[config.mk]
export PLATFORM = sky130hd
export DESIGN_NAME = reorder_buffer
export DESIGN_NICKNAME = d
export VERILOG_FILES = /design/src/rtl/cpu_pkg.sv /design/src/rtl/reorder_buffer.sv
export SDC_FILE = /design/constraint.sdc
export NUM_CORES = 1
export LEC_CHECK = 0
export BUFFER_PORTS_ARGS = -buffer_cell sky130_fd_sc_hd__clkbuf_2
export CORE_MARGIN = 1.5
export CORE_UTILIZATION = 40
export DETAILED_ROUTE_END_ITERATION = 16
export PLACE_DENSITY = 0.62
export SLEW_MARGIN = 10
export SYNTH_ARGS = -nofsm -noshare
export SYNTH_HDL_FRONTEND = slang
export SYNTH_SLANG_ARGS = --single-unit
[constraint.sdc]
create_clock -name clk -period 48.6 [get_ports clk]
set_clock_uncertainty 0.05 [all_clocks]
set_input_delay 12.15 -clock clk [delete_from_list [all_inputs] [get_ports clk]]
set_output_delay 12.15 -clock clk [all_outputs]
set_load 0.01 [all_outputs]
[src/rtl/cpu_pkg.sv]
// Shared core types: reorder-buffer entry layout and
// architectural sizes common to the ROB and register file.
package cpu_pkg;

  localparam int NUM_REG           = 32;
  localparam int NUM_REG_LOG2      = $clog2(NUM_REG);
  localparam int REG_SIZE          = 32;
  localparam int ROB_DEPTH_DEFAULT = 16;

  typedef struct packed {
    logic                    valid;
    logic                    done;
    logic [NUM_REG_LOG2-1:0] rd;
    logic [REG_SIZE-1:0]     data;
  } rob_entry_t;

endpackage

[src/rtl/reorder_buffer.sv]
// In-order retirement buffer: allocate in program order,
// complete by tag out of order, retire one head entry per cycle.
module reorder_buffer #(
  parameter int ROB_DEPTH    = cpu_pkg::ROB_DEPTH_DEFAULT,
  parameter int NUM_REG      = cpu_pkg::NUM_REG,
  parameter int NUM_REG_LOG2 = $clog2(NUM_REG),
  parameter int REG_SIZE     = cpu_pkg::REG_SIZE,
  parameter int TAG_W        = $clog2(ROB_DEPTH)
) (
  input  logic                           clk,
  input  logic                           rst,
  input  logic                           flush,
  input  logic                           dispatch_valid,
  input  logic [NUM_REG_LOG2-1:0]        dispatch_rd,
  output logic                           dispatch_ready,
  output logic [TAG_W-1:0]               dispatch_tag,
  input  logic                           complete_valid,
  input  logic [TAG_W-1:0]               complete_tag,
  input  logic [REG_SIZE-1:0]            complete_data,
  output logic                           retire_valid,
  output logic [NUM_REG_LOG2-1:0]        retire_reg,
  output logic [REG_SIZE-1:0]            retire_reg_data,
  output logic [$clog2(ROB_DEPTH+1)-1:0] rob_count,
  output logic                           rob_empty
);

  import cpu_pkg::rob_entry_t;

  localparam int CNT_W = $clog2(ROB_DEPTH + 1);

  rob_entry_t       rob [ROB_DEPTH];
  logic [TAG_W-1:0] head;
  logic [TAG_W-1:0] tail;
  logic [CNT_W-1:0] count;

  logic do_disp;
  logic do_comp;
  logic do_ret;

  // Status outputs come from registered state only.
  always_comb begin
    dispatch_ready = (count != CNT_W'(ROB_DEPTH));
    dispatch_tag   = tail;
    rob_count      = count;
    rob_empty      = (count == '0);
  end

  // Per-cycle event qualification.
  always_comb begin
    do_disp = dispatch_valid & dispatch_ready;
    do_comp = complete_valid & rob[complete_tag].valid;
    do_ret  = rob[head].valid & rob[head].done;
  end

  // Entry array, pointers, occupancy and retire register.
  always_ff @(posedge clk or posedge rst) begin
    if (rst) begin
      for (int i = 0; i < ROB_DEPTH; i++) begin
        rob[i] <= '0;
      end
      head            <= '0;
      tail            <= '0;
      count           <= '0;
      retire_valid    <= 1'b0;
      retire_reg      <= '0;
      retire_reg_data <= '0;
    end else if (flush) begin
      for (int i = 0; i < ROB_DEPTH; i++) begin
        rob[i].valid <= 1'b0;
        rob[i].done  <= 1'b0;
      end
      head         <= '0;
      tail         <= '0;
      count        <= '0;
      retire_valid <= 1'b0;
    end else begin
      retire_valid <= do_ret;
      if (do_ret) begin
        retire_reg      <= rob[head].rd;
        retire_reg_data <= rob[head].data;
      end
      // A repeat completion simply overwrites the result.
      if (do_comp) begin
        rob[complete_tag].done <= 1'b1;
        rob[complete_tag].data <= complete_data;
      end
      if (do_ret) begin
        rob[head].valid <= 1'b0;
        rob[head].done  <= 1'b0;
        head            <= head + 1'b1;
      end
      // Tail only equals a live slot when full, which blocks dispatch.
      if (do_disp) begin
        rob[tail].valid <= 1'b1;
        rob[tail].done  <= 1'b0;
        rob[tail].rd    <= dispatch_rd;
        tail            <= tail + 1'b1;
      end
      unique case ({do_disp, do_ret})
        2'b10:   count <= count + 1'b1;
        2'b01:   count <= count - 1'b1;
        default: count <= count;
      endcase
    end
  end

endmodule

After elaboration in Yosys (flattened, before gate mapping)
Index checks and enable logic that the tools add are counted.

Mux-type cells: 55. Bitwise operators: 7. Magnitude comparators: 6. Add/subtract/negate cells: 4. Reductions and logical operators: 8. Eq/ne operators: 3.

Operators with widths (count): $bwmux W624 (7); $mux W624 (5); $demux W39 S4 (7); $bmux W39 S4 (2); $mux W39 (6); $mux W38 (3); $mux W37 (1); $mux W2 (16); $mux W32 (1); $mux W4 (4); $ge A5 B5 Y1 const B (3); $lt A5 B1 Y1 const B (3); $not A4 Y5 (3); $pmux W5 S2 (1); $add A4 B1 Y4 const B (2); $add A5 B1 Y5 const B (1); $logic_not A5 Y1 (1); $mux W5 (1); $ne A5 B5 Y1 const B (1); $sub A5 B1 Y5 const B (1); $reduce_bool A2 Y1 (2); $and A1 B1 Y1 (3); $logic_and A1 B1 Y1 (3); $reduce_bool A3 Y1 (1); other kinds (5) (5).

Output and inout bits: 49. Register bits after elaboration: 675. Logic and storage cells: 153. Input bits: 46.

Depth between registers and ports, before layout
Gate-level depths: netlist of run 1.

Word-level depth: 18. Mapped depth: 12.

Worst setup path after synthesis of run 1
OpenSTA, ideal clock, no wires.

Kind: input to register. Start point: input dispatch_valid. End point: register count[4] (netlist: rob_count[4]). Cell stages on the path: 9. Setup slack: 34.484 ns. Arrival time: 13.941 ns. Required time: 48.425 ns. Cells stage by stage: and2_1 buf_6 nor4_4 xor2_1 ha_1 or3_1 a21oi_1 a2bb2oi_2 mux2_4.

Word-level cells in the longest chain between the ends: 4. Elaborated cells on any way between the ends: 6. Classes of those cells: 2 x eq/ne; 2 x mux; 1 x bitwise; 1 x reduce/logical.

Ends and longest elaborated chain: from (decl) (line reorder_buffer.sv:13) `input logic dispatch_valid,`; $and A1 B1 Y1 * (line reorder_buffer.sv:50) `do_disp = dispatch_valid & dispatch_ready;`; $eq A2 B1 Y1 or $eq A2 B2 Y1 (tied branches) (line reorder_buffer.sv:99) `unique case ({do_disp, do_ret})`; $pmux W5 S2 (line reorder_buffer.sv:99); $mux W5 (line reorder_buffer.sv:67) `end else if (flush) begin`; to (signal assigned) (line reorder_buffer.sv:100) `2'b10: count <= count + 1'b1;`; to (signal assigned) (line reorder_buffer.sv:101) `2'b01: count <= count - 1'b1;`; to (signal assigned) (line reorder_buffer.sv:102) `default: count <= count;`; to (decl) (line reorder_buffer.sv:34) `logic [CNT_W-1:0] count;`.

Every way passes the cells marked *; elsewhere a longest branch is shown, timed or not. A chain may end at the register's enable or synchronous reset.

==> results of run 1 <==
-- layer usage --
layer	track usage [%]	vias up
met5	0	-
met4	5.31	0
met3	3.22	110
met2	31.4	341
met1	26.3	9322
li1	-	7276
-- placed cells by master, fill, tap and decap left out, types with 2 or more instances in the layout --
| master | instances |
|---|---|
| clkinvlp_4 | 3 |
| o21ai_0 | 17 |
| nand2_1 | 20 |
| nor4_4 | 3 |
| ha_1 | 10 |
| mux2_2 | 621 |
| or2_2 | 6 |
| a21oi_1 | 4 |
| clkinv_8 | 3 |
| mux2i_1 | 2 |
| bufinv_16 | 5 |
| nor2_1 | 34 |
| and3_1 | 14 |
| nor3_2 | 3 |
| nand4_1 | 3 |
| xor2_1 | 3 |
| inv_1 | 3 |
| nand3b_1 | 4 |
| nand3_1 | 27 |
| o22ai_1 | 16 |
| dfrtp_4 | 3 |
| nand2b_1 | 22 |
| clkbuf_2 | 94 |
| dfrtp_1 | 671 |
| clkbuf_16 | 74 |
| clkinv_2 | 15 |
| mux2_1 | 10 |
| clkbuf_1 | 17 |
| or3_1 | 2 |
| mux4_2 | 189 |
| clkbuf_8 | 13 |
| o211ai_1 | 2 |
| buf_4 | 28 |
| and2_1 | 6 |
| xnor2_1 | 7 |
| nor3_1 | 19 |
| nor2b_1 | 5 |
| nand2_2 | 16 |
-- logic make-up after synthesis --
logic type,count (synthesis),synth area share [%]
adder cells (fa/ha/maj),10,0.408
AND/OR/NAND/NOR,193,3.44
buffers and inverters,153,2.50
AO/OA/AOI/OAI,48,1.10
XOR/XNOR,10,0.286
flip-flops,675,55.1
multiplexers,823,37.2
-- power by group --
part           total, uW  internal [uW]  switching (uW)
registers            582            575            7.13
clock network        558            329             229
logic               50.6           21.0            29.6
-- worst min path at each step --
stage	endpoint	depth (start not counted)	slack [ns]
3_3_place_gp	rob[604]$_DFFE_PP0P_	1	0.42
2_1_floorplan	rob[604]$_DFFE_PP0P_	1	0.41
6_report	rob[605]$_DFFE_PP0P_	1	0.44
3_5_place_dp	rob[610]$_DFFE_PP0P_	1	0.43
5_1_grt	rob[382]$_DFFE_PP0P_	1	0.46
4_1_cts	rob[605]$_DFFE_PP0P_	1	0.44
-- per-stage QoR --
stage / hold WS (ns) / power, uW
after global routing: 0.459 / 1240
after detailed placement: 0.430 / 644
after CTS: 0.445 / 1210
final: 0.440 / 1190
after global placement: 0.418 / 640
after floorplan: 0.409 / 627
-- area by class of cell --
type / count / area [um^2]
clock buffers: 104 / 2090
clock inverters: 29 / 334
fillers: 6632 / 41600
inverters: 5 / 26.3
multi-input cells: 1084 / 13100
flip-flops and latches: 675 / 16900
well taps: 1030 / 1290
repair buffers: 123 / 701
-- worst max-delay path: cells and delay by family --
family   cells  cell delay [ns]
buf+inv      5             3.35
==> results_dict.tcl, run 1 <==
set metrics [dict create \
    critPathMaxStageDelay_ns 0.93 \
    r2r_start "head[0]$_DFFE_PP0P_" \
    ant_nets 0 \
    synthFlopType "dfrtp_1" \
    endpoint "retire_reg_data[6]$_DFFE_PP0P_" \
    grt_pass1_vias 18640 \
    post_cts_buffers 0 \
    async_flop_share_pct 100 \
    fin_crit_sh_pct 31.2 \
    top_regs "rob x624, retire_reg_data x32" \
    yosys.area.top_type "dfrtp_1" \
    worstSetupStartpoint "rst" \
    worst_pin_slew_ns 1.14 \
    rr_endpoint "rob_count[4]$_DFFE_PP0P_" \
    fp-row-count 101 \
    grt_max_degree 138 \
    worst-path-max-fanout 137 \
    worstSetupPathType "in -> async" \
    tns_ns 0 \
    worstPathCellList "clkbuf_2 > inv_8 > buf_4 > buf_4 > buf_4" \
    routed_wl_mm 72.5 \
    gp_congestion 0.846 \
    reg2reg_depth 11 \
    n_antenna_cell 0 \
    antenna_found_initial 1 \
    dp_slack_ns 32.54 \
    dr.pass1.iters 5 \
    grt_pass1_wl_mm 114 \
    r2r_slack_ns 44.08 \
    area.growth.synth_to_final_pct 12.2 \
    slew_headroom_pct 23.8 \
    hold_viol 0 \
    yosysMostFrequentCell "dfrtp_1" \
    final_util_pct 45.3 \
    synth-seq-cells 675 \
    drc 0 \
    htree_levels 3 \
    synth_top_area_share_pct 55.1 \
    p_leak_uw 0.0165 \
    met3_length_mm 2.88 \
    boundaryPins 95 \
    ys_types 53 \
    wl_per_cell_um 23.8 \
    clock-root-buffer "clkbuf_16" \
    viasPerCell 5.59 \
    cts_buffers 74 \
    holdBufCountCts 0 \
    largest_reg_flops 624 \
    yosysWarnings 0 \
    finalNonFillerCells 3050 \
    track_usage_pct 19.1 \
    clk_latency_ns 0.62 \
    setup.worst_path.start_class "input port" \
    post-dp-hpwl_mm 43.0 \
    setup_viol 0 \
    highest_layer "met4" \
    fin_crit_ns 15.15 \
    avgSynthCellArea_um2 16.0 \
    synth_common_cells "675 x dfrtp_1, 621 x mux2_2, 189 x mux4_2" \
    cp.arrival_ns 15.67 \
    rsz0062_at_grt "false" \
    cp-end-kind "asynchronous set/reset pin" \
    overflow 0 \
    path_clk_slew_ns 0.06 \
    cts_sinks 675 \
    final_layout_size_suffix_gt1_share_pct 54.2 \
    vias 17049 \
    crit_slowest_cell "buf_4" \
    synth.area.top_cells "dfrtp_1 55%, mux2_2 23%, mux4_2 14%" \
    wl_met2_mm 35.5 \
    core_area_um2 75900 \
    cts_tree "yes" \
    die_h_um 280 \
    worstHoldStart "rob[605]$_DFFE_PP0P_" \
    fin_nets 2019 \
    drv_cap 0 \
    synth_fp_nets 1968 \
    start_util_pct 40.4 \
    die_area_um2 78300 \
    ys_seq_area_share_pct 55.1 \
    dp_cells 2917 \
    die_x_um 280 \
    clk_path_buf_depth 3 \
    dpl_cell_area_um2 32000 \
    met1_length_mm 32.4 \
    final_area_um2 34400 \
    cpMostUsedCell "buf_4" \
    status "finished clean" \
    hp-class "reg -> reg" \
    crit_required_ns 49.12 \
    synth_edf_count 0 \
    max-vdd-ir-drop_uv 23.8 \
    finalMaxSlewViolations 0 \
    p_per_area_nw_per_um2 34.6 \
    port_buffers 94 \
    setup_slack_ns 33.45 \
    synthesis.area_um2 30700 \
    netlist_instances 1912 \
    max_freq_ghz 0.0660 \
    first_iter_violations 1000 \
    top_register "rob" \
    post_cts_resized 0 \
]
Power figures use the tool's default switching activity.
==> run 2: changes to the inputs <==
--- a/config.mk
+++ b/config.mk
@@ -9,7 +9,7 @@
 export CORE_MARGIN = 1.5
 export CORE_UTILIZATION = 40
 export DETAILED_ROUTE_END_ITERATION = 16
-export PLACE_DENSITY = 0.62
+export PLACE_DENSITY = 0.64
 export SLEW_MARGIN = 10
 export SYNTH_ARGS = -nofsm -noshare
 export SYNTH_HDL_FRONTEND = slang
==> constraint.sdc (replaced) <==
create_clock -name clk -period 13.01 [get_ports clk]
set_clock_uncertainty 0.05 [all_clocks]
set_input_delay 3.2525 -clock clk [delete_from_list [all_inputs] [get_ports clk]]
set_output_delay 3.2525 -clock clk [all_outputs]
set_load 0.01 [all_outputs]
==> run 2 against run 1 <==
Compared with the run above: worst setup slack worse by 26 ns; flip-flop and latch count stayed put; sequential share of layout area is 0.11 points higher; global-route usage is 0.55 points lower; sequential power grew to 3.7 times the previous value; register-to-register slack worse by 36 ns; power grew to 3.7 times the previous value; first-iteration DRC count is 12% higher.
==> results_dict.tcl, run 2 (same netlist as run 1, synthesis figures left out) <==
set metrics [dict create \
    grt_max_degree 200 \
    clock-root-buffer "clkbuf_16" \
    path_clk_slew_ns 0.06 \
    dp_cells 2917 \
    start_util_pct 40.4 \
    cp-end-kind "asynchronous set/reset pin" \
    viasPerCell 5.58 \
    rsz0062_at_grt "false" \
    grt_pass1_wl_mm 112 \
    post_cts_resized 0 \
    htree_levels 3 \
    worst-path-max-fanout 85 \
    final_area_um2 34300 \
    crit_required_ns 13.52 \
    vias 17008 \
    layout_commonest_cell "dfrtp_1" \
    final_util_pct 45.2 \
    final_layout_size_suffix_gt1_share_pct 54.1 \
    r2r_slack_ns 7.81 \
    drv_cap 0 \
    cts_buffers 76 \
    fin_nets 2021 \
    overflow 0 \
    boundaryPins 95 \
    hp-class "reg -> reg" \
    ant_nets 0 \
    dpl_cell_area_um2 32000 \
    status "finished clean" \
    die_area_um2 78300 \
    setup.worst_path.start_class "input port" \
    setup_slack_ns 7.66 \
    finalNonFillerCells 3048 \
    die_h_um 280 \
    top_register "rob" \
    clk_path_buf_depth 3 \
    final_cell_mix "671 x dfrtp_1, 621 x mux2_2, 189 x mux4_2, 94 x clkbuf_2, 78 x clkbuf_16" \
    routed_wl_mm 71.1 \
    fin_crit_sh_pct 41.1 \
    clk_latency_ns 0.61 \
    core_area_um2 75900 \
    first_iter_violations 1116 \
    max-vdd-ir-drop_uv 81.4 \
    worst_pin_slew_ns 1.08 \
    worstSetupPathType "in -> async" \
    area.growth.synth_to_final_pct 11.9 \
    track_usage_pct 18.6 \
    cts_sinks 675 \
    n_antenna_cell 0 \
    hold_viol 0 \
    cts_tree "yes" \
    dr.pass1.iters 5 \
    die_x_um 280 \
    wl_per_cell_um 23.3 \
    dp_slack_ns 6.89 \
    antenna_found_initial 5 \
    port_buffers 94 \
    drc 0 \
    p_per_area_nw_per_um2 128 \
    gp_congestion 0.834 \
    slew_headroom_pct 28.0 \
    post_cts_buffers 0 \
    holdBufCountCts 0 \
    p_leak_uw 0.0164 \
    fp-row-count 101 \
    tns_ns 0 \
    grt_pass1_vias 18530 \
    post-dp-hpwl_mm 43.1 \
    cp.arrival_ns 5.86 \
    setup_viol 0 \
    finalMaxSlewViolations 0 \
    largest_reg_flops 624 \
    max_freq_ghz 0.187 \
    top_regs "rob x624, retire_reg_data x32" \
    fin_crit_ns 5.35 \
]
[run 2: cell count changes in the layout (fill, tap and decap cells not counted), moves of 2 or more]
cell	delta
clkbuf_16	+4
clkbuf_8	-6
clkinv_8	-2
clkinvlp_4	-2
clkinv_2	+4
bufinv_16	-3
inv_6	+4
[run 2: power breakdown]
group | switching [uW] | total, uW | internal, uW
clock network | 854 | 2040 | 1180
logic | 111 | 190 | 79.0
registers | 26.0 | 2170 | 2150
[run 2: metrics by stage]
step           power (uW)  hold WS, ns
2_1_floorplan        2340        0.409
3_3_place_gp         2390        0.419
3_5_place_dp         2410        0.430
4_1_cts              4460        0.444
5_1_grt              4570        0.460
6_report             4400        0.442
[run 2: final timing paths]
check / start / end / cells past startpoint
min in group asynchronous: rst / retire_reg_data[2]$_DFFE_PP0P_ / 3
worst min-delay path: rob[605]$_DFFE_PP0P_ / rob[605]$_DFFE_PP0P_ / 1
worst min register to register: rob[605]$_DFFE_PP0P_ / rob[605]$_DFFE_PP0P_ / 1
max in group clk: complete_tag[0] / rob[616]$_DFFE_PP0P_ / 6
worst max register to register: head[0]$_DFFE_PP0P_ / rob_count[4]$_DFFE_PP0P_ / 12
worst max-delay path: rst / rob[340]$_DFFE_PP0P_ / 5
[run 2: per-layer routing]
| metal | track usage, % | vias to the layer above | wire length (um) |
|---|---|---|---|
| met5 | 0.500 | - | 119 |
| met4 | 4.27 | 12 | 1190 |
| met3 | 3.69 | 99 | 3060 |
| met2 | 31.0 | 354 | 35500 |
| met1 | 25.0 | 9282 | 31200 |
| li1 | - | 7261 | - |
[run 2: critical path, cell delays in order]
cell and delay (ns):
clkbuf_2 0.10, clkinvlp_4 0.05, buf_4 0.50, buf_4 0.88, buf_4 0.93
[run 2: cell type report]
class / count / area (um^2)
fillers: 6665 / 41600
flip-flops and latches: 675 / 16900
multi-input cells: 1084 / 13100
clock buffers: 103 / 2120
well taps: 1030 / 1290
repair buffers: 123 / 713
clock inverters: 28 / 226
inverters: 5 / 22.5
==> run 3: changes to the inputs <==
--- a/config.mk
+++ b/config.mk
@@ -9,7 +9,7 @@
 export CORE_MARGIN = 1.5
 export CORE_UTILIZATION = 40
 export DETAILED_ROUTE_END_ITERATION = 16
-export PLACE_DENSITY = 0.64
+export PLACE_DENSITY = 0.62
 export SLEW_MARGIN = 10
 export SYNTH_ARGS = -nofsm -noshare
 export SYNTH_HDL_FRONTEND = slang
==> constraint.sdc (replaced) <==
create_clock -name clk -period 5.4 [get_ports clk]
set_clock_uncertainty 0.05 [all_clocks]
set_input_delay 1.35 -clock clk [delete_from_list [all_inputs] [get_ports clk]]
set_output_delay 1.35 -clock clk [all_outputs]
set_load 0.01 [all_outputs]
==> run 3 against run 2 <==
Compared with the run above: worst setup slack got worse by 5.7 ns; final cell count about the same; global-route usage increased by 0.20 points; combinational power increased by 140%; die area unchanged; critical endpoint is now rob_count[4]$_DFFE_PP0P_; highest routed layer unchanged.
==> results_dict.tcl, run 3 (same netlist as run 1, synthesis figures left out) <==
set metrics [dict create \
    status "finished clean" \
    clock-root-buffer "clkbuf_16" \
    rsz0062_at_grt "false" \
    first_iter_violations 1012 \
    setup.worst_path.start_class "flip-flop" \
    core_area_um2 75900 \
    dp_cells 2915 \
    worst_pin_slew_ns 1.20 \
    ant_nets 0 \
    viasPerCell 5.55 \
    antenna_found_initial 6 \
    post-dp-hpwl_mm 41.9 \
    grt_max_degree 161 \
    dp_slack_ns 1.36 \
    cts_tree "yes" \
    finalNonFillerCells 3050 \
    dpl_cell_area_um2 32000 \
    holdPathStages 1 \
    reg2reg_depth 10 \
    area.growth.synth_to_final_pct 12.3 \
    vias 16915 \
    tns_ns 0 \
    track_usage_pct 18.8 \
    fin_crit_ns 3.49 \
    cts_sinks 675 \
    holdBufCountCts 0 \
    slew_headroom_pct 19.8 \
    die_x_um 280 \
    top_register "rob" \
    final_cell_mix "671 x dfrtp_1, 621 x mux2_2, 189 x mux4_2, 94 x clkbuf_2, 77 x clkbuf_16" \
    max-vdd-ir-drop_uv 207 \
    clk_latency_ns 0.62 \
    fp-row-count 101 \
    finalMaxSlewViolations 0 \
    path_clk_slew_ns 0.06 \
    setup_slack_ns 1.91 \
    start_util_pct 40.4 \
    boundaryPins 95 \
    cp-end-kind "flip-flop" \
    n_antenna_cell 0 \
    grt_pass1_wl_mm 112 \
    clk_path_buf_depth 3 \
    worstSetupPathType "reg -> reg" \
    drc 0 \
    p_leak_uw 0.0165 \
    overflow 0 \
    nFillCells 6647 \
    post_cts_buffers 0 \
    drv_cap 0 \
    die_h_um 280 \
    max_freq_ghz 0.286 \
    hp-class "reg -> reg" \
    port_buffers 94 \
    grt_pass1_vias 18320 \
    setup_viol 0 \
    top_regs "rob x624, retire_reg_data x32" \
    htree_levels 3 \
    largest_reg_flops 624 \
    post_cts_resized 0 \
    die_area_um2 78300 \
    final_area_um2 34400 \
    hold_viol 0 \
    gp_congestion 0.860 \
    layout_commonest_cell "dfrtp_1" \
    wl_per_cell_um 23.4 \
    final_layout_size_suffix_gt1_share_pct 53.8 \
    fin_crit_sh_pct 64.7 \
    p_per_area_nw_per_um2 312 \
    crit_required_ns 5.84 \
    cts_buffers 76 \
    worst-path-max-fanout 31 \
    dr.pass1.iters 5 \
    cp.arrival_ns 3.93 \
    routed_wl_mm 71.4 \
    fin_nets 2019 \
]
run 3: cell types whose count changed in the layout (fill, tap and decap cells not counted), moves of 2 or more:
cell | before | now
clkbuf_8 | 7 | 14
clkinv_2 | 19 | 8
buf_4 | 27 | 21
clkinv_4 | 0 | 2
buf_12 | 2 | 6
clkbuf_1 | 18 | 25
run 3: area by class of cell:
cell class | instances | area [um^2] | area share, %
Timing Repair Buffer | 121 | 748 | 2.17
Clock buffer | 116 | 2210 | 6.43
Tap cell | 1030 | 1290 | 3.74
Clock inverter | 19 | 215 | 0.625
Multi-Input combinational cell | 1084 | 13100 | 37.9
Sequential cell | 675 | 16900 | 49.1
Inverter | 5 | 22.5 | 0.0654
run 3: per-stage QoR:
stage / power, uW / hold slack (ns) / utilization, %
finish: 10700 / 0.438 / 45.3
global route: 11200 / 0.454 / 45.3
CTS: 10900 / 0.443 / 45.3
detailed placement: 5810 / 0.430 / 42.2
global placement: 5780 / 0.419 / 42.2
floorplan: 5640 / 0.409 / -
run 3: worst paths after layout:
| path | startpoint | to | slack [ns] |
|---|---|---|---|
| hold reg to reg | rob[605]$_DFFE_PP0P_ | rob[605]$_DFFE_PP0P_ | 0.44 |
| setup / recovery | head[1]$_DFFE_PP0P_ | rob_count[4]$_DFFE_PP0P_ | 1.91 |
| setup reg to reg | head[1]$_DFFE_PP0P_ | rob_count[4]$_DFFE_PP0P_ | 1.91 |
| min in group asynchronous | rst | rob[397]$_DFFE_PP0P_ | 0.87 |
| max in group asynchronous | rst | rob[178]$_DFFE_PP0P_ | 3.06 |
| hold / removal | rob[605]$_DFFE_PP0P_ | rob[605]$_DFFE_PP0P_ | 0.44 |
run 3: critical path, stage by stage (launching register included):
cell and delay (ns):
dfrtp_4 0.76, inv_2 0.18, o311ai_1 0.46, o22ai_2 0.27, nor4_4 0.39, xor2_1 0.12
ha_1 0.24, or3_1 0.31, a21oi_1 0.19, a2bb2oi_2 0.09, mux2_4 0.31
run 3: routing by layer:
metal	global-route usage (%)	wire, um	share of wire (%)	vias up
met5	0	75	0.11	-
met4	4.71	1570	2.2	12
met3	4.14	3320	4.7	113
met2	31.3	35600	50	325
met1	24.9	30900	43	9208
li1	-	-	-	7257
run 3: power by group:
part | switching (uW) | total, uW | internal, uW
logic | 268 | 463 | 194
registers | 64.7 | 5240 | 5180
clock network | 2050 | 5030 | 2980
total | 2380 | 10700 | 8350
